## config.mk

```make
export PLATFORM = sky130hd
export DESIGN_NAME = pt_write_port
export DESIGN_NICKNAME = d
export VERILOG_FILES = /design/src/rtl/pt_write_port_pkg.sv /design/src/rtl/pt_fifo.sv /design/src/rtl/pt_write_port.sv
export SDC_FILE = /design/constraint.sdc
export NUM_CORES = 1
export LEC_CHECK = 0
export ABC_AREA = 1
export BUFFER_PORTS_ARGS = -buffer_cell sky130_fd_sc_hd__buf_2
export CORE_UTILIZATION = 55
export DETAILED_ROUTE_END_ITERATION = 12
export PLACE_DENSITY_LB_ADDON = 0.12
export SYNTH_ARGS = -nofsm -noshare
export SYNTH_HDL_FRONTEND = slang
export SYNTH_SLANG_ARGS = --single-unit
```

## constraint.sdc

```tcl
create_clock -name clk -period 4.1 [get_ports clk]
set_input_delay 0.205 -clock clk [delete_from_list [all_inputs] [get_ports clk]]
set_output_delay 0.205 -clock clk [all_outputs]
set_load 0.005 [all_outputs]
```

## src/rtl/pt_write_port_pkg.sv

```systemverilog
// Shared types and constants for the projective-transform pixel write port.
package pt_write_port_pkg;

  localparam int H_RES  = 640;
  localparam int V_RES  = 480;
  localparam int ADDR_W = 19;
  localparam int PIX_W  = 18;
  localparam int X_W    = 10;
  localparam int Y_W    = 9;

  localparam int ENTRY_W = X_W + Y_W + PIX_W;

  // One buffered pixel write, x in the most significant bits.
  typedef struct packed {
    logic [X_W-1:0]   x;
    logic [Y_W-1:0]   y;
    logic [PIX_W-1:0] pixel;
  } pt_entry_t;

  typedef enum logic {
    ENG_IDLE  = 1'b0,
    ENG_ISSUE = 1'b1
  } eng_state_e;

  // Linear frame-buffer address y*H_RES + x. The constant multiply folds to
  // (y<<9)+(y<<7) for 640; the largest in-range result (307199) fits ADDR_W.
  function automatic logic [ADDR_W-1:0] pt_lin_addr(input logic [X_W-1:0] x,
                                                    input logic [Y_W-1:0] y);
    logic [ADDR_W-1:0] yw;
    yw = ADDR_W'(y);
    return (yw * ADDR_W'(H_RES)) + ADDR_W'(x);
  endfunction

endpackage

```

## src/rtl/pt_fifo.sv

```systemverilog
// Single-clock FIFO holding pending pixel writes. DEPTH must be a power of 2,
// so the pointers wrap naturally. A push while full is legal only when a pop
// happens on the same edge; the caller guarantees this.
module pt_fifo #(
  parameter int DEPTH = 8,
  parameter int W     = 37,
  localparam int AW   = $clog2(DEPTH),
  localparam int CW   = AW + 1
) (
  input  logic          clk,
  input  logic          rst_n,
  input  logic          push_i,
  input  logic          pop_i,
  input  logic [W-1:0]  wdata_i,
  output logic [W-1:0]  rdata_o,
  output logic [CW-1:0] count_o,
  output logic          full_o,
  output logic          empty_o
);

  logic [W-1:0]  mem_q [DEPTH];
  logic [AW-1:0] wr_ptr_q;
  logic [AW-1:0] rd_ptr_q;
  logic [CW-1:0] count_q;

  // Storage array: written on push, no reset needed.
  always_ff @(posedge clk) begin
    if (push_i) mem_q[wr_ptr_q] <= wdata_i;
  end

  // Pointers and occupancy count.
  always_ff @(posedge clk or negedge rst_n) begin
    if (!rst_n) begin
      wr_ptr_q <= '0;
      rd_ptr_q <= '0;
      count_q  <= '0;
    end else begin
      if (push_i) wr_ptr_q <= wr_ptr_q + AW'(1);
      if (pop_i)  rd_ptr_q <= rd_ptr_q + AW'(1);
      case ({push_i, pop_i})
        2'b10:   count_q <= count_q + CW'(1);
        2'b01:   count_q <= count_q - CW'(1);
        default: count_q <= count_q;
      endcase
    end
  end

  assign rdata_o = mem_q[rd_ptr_q];
  assign count_o = count_q;
  assign full_o  = (count_q == CW'(DEPTH));
  assign empty_o = (count_q == '0);

endmodule

```

## src/rtl/pt_write_port.sv

```systemverilog
// Pixel write responder: buffers (x,y,pixel) strobes, converts them to linear
// frame-buffer addresses and issues them one at a time to the memory port.
//
// Memory handshake: mem_we is the valid, mem_ack the ready. A transfer happens
// on an edge where both are 1. While mem_we=1 without mem_ack, mem_addr and
// mem_data stay stable. On a transfer the next entry (if any) is presented
// from the same edge with no idle cycle in between.
module pt_write_port
  import pt_write_port_pkg::*;
#(
  parameter int DEPTH = 8
) (
  input  logic              clk,
  input  logic              rst_n,
  input  logic              pt_wr,
  input  logic [9:0]        pt_x,
  input  logic [8:0]        pt_y,
  input  logic [PIX_W-1:0]  pt_pixel_write,
  output logic              ptflag,
  input  logic              frame_flag,
  output logic [ADDR_W-1:0] mem_addr,
  output logic [PIX_W-1:0]  mem_data,
  output logic              mem_we,
  input  logic              mem_ack,
  output logic [15:0]       drop_count,
  output logic              dbg_state
);

  localparam int CW = $clog2(DEPTH) + 1;

  eng_state_e        state_q;
  logic              mem_we_q;
  logic [ADDR_W-1:0] mem_addr_q;
  logic [PIX_W-1:0]  mem_data_q;
  logic              ptflag_q;
  logic              ptflag_d;
  logic [15:0]       drop_count_q;
  logic [15:0]       drop_count_d;

  pt_entry_t         push_entry;
  pt_entry_t         head_entry;
  logic [CW-1:0]     fifo_count;
  logic [CW-1:0]     count_next;
  logic              fifo_full;
  logic              fifo_empty;
  logic              in_range;
  logic              pop;
  logic              accept;
  logic              discard;

  assign push_entry = {pt_x, pt_y, pt_pixel_write};

  // The engine takes the head whenever it is idle or its current write is
  // being acknowledged on this edge.
  assign pop      = !fifo_empty && ((state_q == ENG_IDLE) || mem_ack);
  assign in_range = (pt_x < X_W'(H_RES)) && (pt_y < Y_W'(V_RES));
  assign accept   = pt_wr && in_range && (!fifo_full || pop);
  assign discard  = pt_wr && !accept;

  pt_fifo #(
    .DEPTH (DEPTH),
    .W     (ENTRY_W)
  ) u_fifo (
    .clk     (clk),
    .rst_n   (rst_n),
    .push_i  (accept),
    .pop_i   (pop),
    .wdata_i (push_entry),
    .rdata_o (head_entry),
    .count_o (fifo_count),
    .full_o  (fifo_full),
    .empty_o (fifo_empty)
  );

  // Flow control: keep one spare slot for a strobe already in flight from
  // the producer's registered response.
  always_comb begin
    count_next = fifo_count + CW'(accept) - CW'(pop);
    ptflag_d   = (count_next <= CW'(DEPTH - 2));
  end

  // Saturating discard counter; a frame_flag clear wins over a discard.
  always_comb begin
    drop_count_d = drop_count_q;
    if (frame_flag) begin
      drop_count_d = '0;
    end else if (discard && (drop_count_q != 16'hFFFF)) begin
      drop_count_d = drop_count_q + 16'd1;
    end
  end

  // Registered flow-control flag and drop counter.
  always_ff @(posedge clk or negedge rst_n) begin
    if (!rst_n) begin
      ptflag_q     <= 1'b1;
      drop_count_q <= '0;
    end else begin
      ptflag_q     <= ptflag_d;
      drop_count_q <= drop_count_d;
    end
  end

  // Write engine: loads the FIFO head into the memory port registers and
  // holds it until acknowledged.
  always_ff @(posedge clk or negedge rst_n) begin
    if (!rst_n) begin
      state_q    <= ENG_IDLE;
      mem_we_q   <= 1'b0;
      mem_addr_q <= '0;
      mem_data_q <= '0;
    end else begin
      case (state_q)
        ENG_IDLE: begin
          if (!fifo_empty) begin
            mem_addr_q <= pt_lin_addr(head_entry.x, head_entry.y);
            mem_data_q <= head_entry.pixel;
            mem_we_q   <= 1'b1;
            state_q    <= ENG_ISSUE;
          end
        end
        ENG_ISSUE: begin
          if (mem_ack) begin
            if (!fifo_empty) begin
              mem_addr_q <= pt_lin_addr(head_entry.x, head_entry.y);
              mem_data_q <= head_entry.pixel;
            end else begin
              mem_we_q <= 1'b0;
              state_q  <= ENG_IDLE;
            end
          end
        end
        default: begin
          mem_we_q <= 1'b0;
          state_q  <= ENG_IDLE;
        end
      endcase
    end
  end

  assign ptflag     = ptflag_q;
  assign drop_count = drop_count_q;
  assign mem_we     = mem_we_q;
  assign mem_addr   = mem_addr_q;
  assign mem_data   = mem_data_q;
  assign dbg_state  = (state_q == ENG_ISSUE);

endmodule
```

**Word-level counts from Yosys, hierarchy flattened**

Memories as Yosys holds them, arrays and structs flattened.
Cells that the tools add are included.

- Register bits after elaboration: 66
- Bits in read-only memories: 0
- Memories: 1
- Output and inout bits: 56
- Bits of input ports: 42
- Bits in latches: 0
- RAM bits: 296

Memory list:

| name | words | bits a word | read ports | clocked after Yosys merged registers in | write ports | line | source |
|---|---|---|---|---|---|---|---|
| u_fifo.mem_q | 8 | 37 | 1 | 0 | 1 | pt_fifo.sv:21 | `logic [W-1:0] mem_q [DEPTH];` |

- Div/mod/pow operators: 0
- Shift operators: 0
- Add/sub/neg operators: 8
- Multiplexer cells: 18
- Multipliers: 1
- Equality and inequality tests: 7
- Bitwise logic cells: 1
- $lt $le $gt $ge: 3
- Reduce and logical (&&, ||, !) cells: 15

Operator list:

| kind | count |
|---|---|
| $mux 19 | 2 |
| $pmux 19 s2 | 1 |
| $mux 18 | 2 |
| $pmux 18 s2 | 1 |
| $mux 16 | 2 |
| $add 19x10->19 | 1 |
| $add 16x1->16 const B | 1 |
| $ne 16x16->1 const B | 1 |
| $mul 9x3->12 const B | 1 |
| $lt 10x10->1 const B | 1 |
| $lt 9x9->1 const B | 1 |
| $pmux 4 s2 | 1 |
| $mux 1 | 7 |
| $add 3x1->3 const B | 2 |
| $logic_and 1x1->1 | 6 |
| $add 4x1->4 | 1 |
| $add 4x1->4 const B | 1 |
| $eq 4x4->1 const B | 1 |
| $le 4x3->1 const B | 1 |
| $logic_not 4->1 | 1 |
| $ne 2x2->1 const B | 2 |
| $pmux 1 s2 | 2 |
| $reduce_bool 2->1 | 2 |
| $sub 4x1->4 | 1 |
| other kinds (8) | 11 |

**Depth between registers and ports, before layout**

- Depth after elaboration: 10
- Depth in mapped cells: 22

**Cells and area by module**

A second synthesis with hierarchy kept.

- Cells, all modules: 1349
- Area, all modules: 15486.1 µm²

Modules (own cells, without submodules):

| module | instances | cells an instance | seq. area each (µm²) | area an instance (µm²) |
|---|---|---|---|---|
| pt_fifo | 1 | 912 | 9138.8 | 12155.4 |
| pt_write_port | 1 | 437 | 1402.6 | 3330.7 |

**Worst setup path before layout**

OpenSTA, ideal clock, no wires.

- Path type: reg-to-reg
- Start point: register u_fifo.count_q[2], in the netlist u_fifo.count_o[2]
- End point: memory u_fifo.mem_q[0][0] (enable)
- Library setup time: 431 ps
- Cell stages (with the launch flop): 9
- Setup slack: 870 ps
- Buffers on the path: 0
- Arrival: 2799 ps
- Data required time: 3669 ps
- Path through: dfrtp_1 inv_1 ha_1 nand2_2 nand2_2 nand3_2 nand2b_4 or2_2 nor2_1

- Cells in the longest elaborated chain, start to end: 7

Ends and longest elaborated chain:

| item | line | source |
|---|---|---|
| from (decl) | pt_fifo.sv:24 | `logic [CW-1:0] count_q;` |
| from (signal assigned) | pt_fifo.sv:41 | `2'b10: count_q <= count_q + CW'(1);` |
| from (signal assigned) | pt_fifo.sv:42 | `2'b01: count_q <= count_q - CW'(1);` |
| from (signal assigned) | pt_fifo.sv:43 | `default: count_q <= count_q;` |
| $logic_not 4->1 | pt_fifo.sv:51 | `assign empty_o = (count_q == '0);` |
| $logic_not 1->1 | - |  |
| $logic_and 1x1->1 | pt_write_port.sv:55 | `assign pop = !fifo_empty && ((state_q == ENG_IDLE) \|\| mem_ack);` |
| $logic_or 1x1->1 * | pt_write_port.sv:57 | `assign accept = pt_wr && in_range && (!fifo_full \|\| pop);` |
| $logic_and 1x1->1 * | pt_write_port.sv:57 |  |
| $mux 1 * | pt_fifo.sv:28 | `if (push_i) mem_q[wr_ptr_q] <= wdata_i;` |
| $mux 1 (not written as such) * | pt_fifo.sv:28 |  |
| to (decl) | pt_fifo.sv:21 |  |

Every way passes the cells marked *; elsewhere a longest branch is shown, timed or not.

**Final worst setup path**

- Start point: register u_fifo.rd_ptr_q[0]
- End point: register mem_addr_q[18], in the netlist mem_addr[18]

- Cells in the longest elaborated chain, start to end: 6

Ends and longest elaborated chain:

| item | line | source |
|---|---|---|
| from (decl) | pt_fifo.sv:23 | `logic [AW-1:0] rd_ptr_q;` |
| from (signal assigned) | pt_fifo.sv:39 | `if (pop_i) rd_ptr_q <= rd_ptr_q + AW'(1);` |
| $mem_v2 8x37 * | - |  |
| $mul 9x3->12 | pt_write_port_pkg.sv:31 | `return (yw * ADDR_W'(H_RES)) + ADDR_W'(x);` |
| $add 19x10->19 * | pt_write_port_pkg.sv:31 |  |
| $mux 19 * | pt_write_port.sv:114, pt_write_port.sv:123 |  |
| $mux 19 | pt_write_port.sv:122 | `if (mem_ack) begin` |
| $pmux 19 s2 * | pt_write_port.sv:112 | `case (state_q)` |
| to (signal assigned) | pt_write_port.sv:115 | `mem_addr_q <= pt_lin_addr(head_entry.x, head_entry.y);` |
| to (signal assigned) | pt_write_port.sv:124 | `mem_addr_q <= pt_lin_addr(head_entry.x, head_entry.y);` |
| to (decl) | pt_write_port.sv:33 | `logic [ADDR_W-1:0] mem_addr_q;` |

Every way passes the cells marked *; elsewhere a longest branch is shown, timed or not. The select of a mux whose other input is x is not followed.
A chain may end at the register's enable or synchronous reset.

==> metrics.cfg <==
[cts]
cts_resized = 0
cts_max_path_buffers = 3
cts_root_buffer = clkbuf_16
cts_tree = done
path_clk_slew_ns = 0.06
clock_latency_ns = 0.52
cts_max_level = 2
cts_num_sinks = 362
cts_buffers = 38

[drt]
wirelength_mm = 33.93
vias_per_cell = 5.687
drc = 0
wl_per_cell_um = 19.21
antenna_left = 0
dr.pass1.iters = 5
first_iter_violations = 824
routed-via-count = 10040

[critical_path]
r2r_cells = 20
cp-start-kind = register
path_common_cell = nand2_1
cp_max_fo = 45
cp_slowest_stage_delay_ns = 0.53
worst_r2r_endpoint = mem_addr[18]
reg2reg_from = u_fifo.rd_ptr_q[0]
cp.required_ns = 4.54
cp_slowest_cell = dfrtp_4
end_kind = register
crit_chain = inv_4 -> buf_4 -> nor2_1 -> o22ai_1 -> nor2_1 -> a31oi_1 -> ha_1 -> ha_1 -> nand2_1 -> nand2_1 -> inv_1 -> nand2_1 -> nand2_1 -> nand2_1 -> nand3_1 -> nor2_1 -> nand3_1 -> nand2_1 -> nand2_1 -> nand2_1
worstPathArrival_ns = 4.01
critPathKind = reg -> reg
r2r_slack_ns = 0.53

[power_and_ir_drop]
power_frac_seq_pct = 35.1
p_switching_mw = 5.127
intPower_mw = 8.301
p_comb_share_pct = 40.8
leakagePower_nw = 6.674
p_sw_share_pct = 38.18
p_clk_share_pct = 24.0
fin_total_pwr_mw = 13.43
p_per_area_nw_per_um2 = 763.5
irDropWorstVdd_uv = 381.6

[flow_run]
maxCapViolations = 0

[grt]
grt_max_degree = 86
antenna_found_initial = 1
grt_usage_pct = 24.48
grt-ovfl-total = 0
grt_pass1_wl_mm = 52.62
grt_pass1_vias = 9800

[placement]
dpl.hpwl_mm = 19.08
place_ws_ns = 0.5485
placed_area_um2 = 16060
routabilityCongestion = 0.8933
placement.io_buffers = 97

[run_status]
status = finished, final reports clean

[logic_synthesis]
synth-seq-cells = 362
synth_area_leaders = edfxtp_1 59%, dfrtp_1 11%, o21ai_0 5.4%
synthDistinctLibCells = 44
synth-seq-area-share_pct = 69.44
synth_flop_cell = edfxtp_1
ys.warnings.count = 0
synth_edf_count = 296
synth.most_common_cell = edfxtp_1
async_flop_share_pct = 18.23
syn_area_per_cell_um2 = 11.99
synth_common_cells = 296 x edfxtp_1, 200 x nor2_1, 169 x nand2_1
yosysTopAreaCell = edfxtp_1
syn_nets = 1340
syn_inst = 1266
yosysTopAreaCellShare_pct = 58.56
syn-cell-area_um2 = 15180

[die]
dieArea_um2 = 28270
core_um2 = 27030
boundaryPins = 98
rows = 60
die_y_um = 168.1
dieWidth_um = 168.1
start_util_pct = 56.17

[sta]
rsz0062_at_grt = false
worst_pin_slew_ns = 1.002
min_period_over_period_pct = 87.15
max_freq_mhz = 279.9
layout_setup_ws_ns = 0.5269
fin_tns_setup_ns = 0
slew_headroom_pct = 33.21
setup_viol = 0
drv_slew = 0
fin_worst_skew_ns = 0.02328
fin_crit_ns = 3.573
finalHoldViolCount = 0

[layout]
drive_above_1_share_pct = 14.67
antenna_cells = 0
nets = 1472
seq_area_um2 = 10550
synthToLayoutAreaGrowth_pct = 15.87
fill_cells = 2048
fin_area_um2 = 17590
multiInputGateArea_um2 = 4149

[worst_hold_path]
hold_class = in -> reg
min_path_cells = 1
hold_end = u_fifo.mem_q[3][20]
hp-start = pt_y[2]

-- area by class of cell --
| cell class | instances | share of cell area, % |
|---|---|---|
| multi-input cells | 775 | 23.59 |
| well taps | 341 | 2.426 |
| flip-flops and latches | 362 | 59.96 |
| clock buffers | 51 | 5.855 |
| inverters | 64 | 1.380 |
| clock inverters | 16 | 0.7968 |
| repair buffers | 157 | 5.990 |
-- cell families after synthesis --
kind of cell / after synthesis / synth area share [%]
buffers and inverters: 129 / 3.618
AND/OR/NAND/NOR: 459 / 12.71
flip-flops: 362 / 69.44
XOR/XNOR: 21 / 1.212
AO/OA/AOI/OAI: 263 / 10.18
adder cells (fa/ha/maj): 32 / 2.836
-- flip-flops by register name, indices dropped and copies added (netlist names) --
signal and count:
u_fifo.mem_q 296, mem_addr 19, mem_data 18, drop_count 16
u_fifo.count_o 4, u_fifo.rd_ptr_q 3, u_fifo.wr_ptr_q 3, dbg_state 1
mem_we 1, ptflag 1
-- power groups by stage --
| stage | clock, mW | sequential [mW] | combinational (mW) |
|---|---|---|---|
| 2_1_floorplan | 0 | 4.79 | 3.95 |
| 3_3_place_gp | 0 | 4.78 | 5.38 |
| 3_5_place_dp | 0 | 4.79 | 5.47 |
| 4_1_cts | 3.27 | 4.72 | 5.53 |
| 5_1_grt | 3.41 | 4.77 | 6.26 |
| 6_report | 3.23 | 4.72 | 5.48 |
-- worst max-delay path: cells and delay by family, from the launching register on --
kind            cells  cell delay [ns]
compound gates      2             0.54
fa+ha+maj           2             0.71
flops               1             0.53
buf+inv             3             0.71
simple gates       13             1.00
-- layer usage --
metal,track usage [%],vias to the layer above,part of all wire [%]
li1,-,4802,-
met1,32.48,4833,42
met2,41.03,344,48
met3,3.456,65,6.5
met4,9.921,0,2.7
met5,0,-,0
-- timing repair --
action,CTS,global route
endpoints found under the hold margin,332,0
setup buffers,0,0
hold buffers,36,0
-- through the flow --
stage                     instances  hold slack, ns  util (%)
after CTS                      1766        0.001768     65.08
final                          1766         0.01821     65.08
after detailed placement       1663          0.4205     59.42
after floorplan                1266        -0.09059         -
after global placement         1663          0.4114     59.42
after global routing           1766        0.001141     65.08
-- layout by cell type, fill, tap and decap left out, types with 7 or more instances in the layout --
cell / n
a21oi_1: 8
a31oi_1: 10
buf_2: 96
buf_4: 23
clkbuf_1: 10
clkbuf_16: 38
dfrtp_1: 63
dlygate4sd3_1: 36
edfxtp_1: 296
ha_1: 28
inv_1: 53
inv_2: 9
nand2_1: 169
nand3_1: 56
nand4_1: 8
nor2_1: 192
nor2_4: 9
nor3_1: 7
o21ai_0: 163
o21ai_1: 10
o221ai_1: 46
o22ai_1: 17
xor2_1: 19
-- worst max path at each step --
| stage | start | to | slack (ns) | cells past startpoint |
|---|---|---|---|---|
| finish | u_fifo.rd_ptr_q[0] | mem_addr[18] | 0.53 | 20 |
| CTS | u_fifo.rd_ptr_q[0] | mem_addr[18] | 0.51 | 20 |
| global route | u_fifo.rd_ptr_q[0] | mem_addr[16] | 0.17 | 18 |
| floorplan | u_fifo.count_o[2] | u_fifo.mem_q[0][0] | 0.87 | 8 |
| global placement | u_fifo.rd_ptr_q[0] | mem_addr[15] | 0.61 | 14 |
| detailed placement | u_fifo.rd_ptr_q[0] | mem_addr[15] | 0.55 | 14 |
No activity file was read; power rests on OpenSTA's default activity.
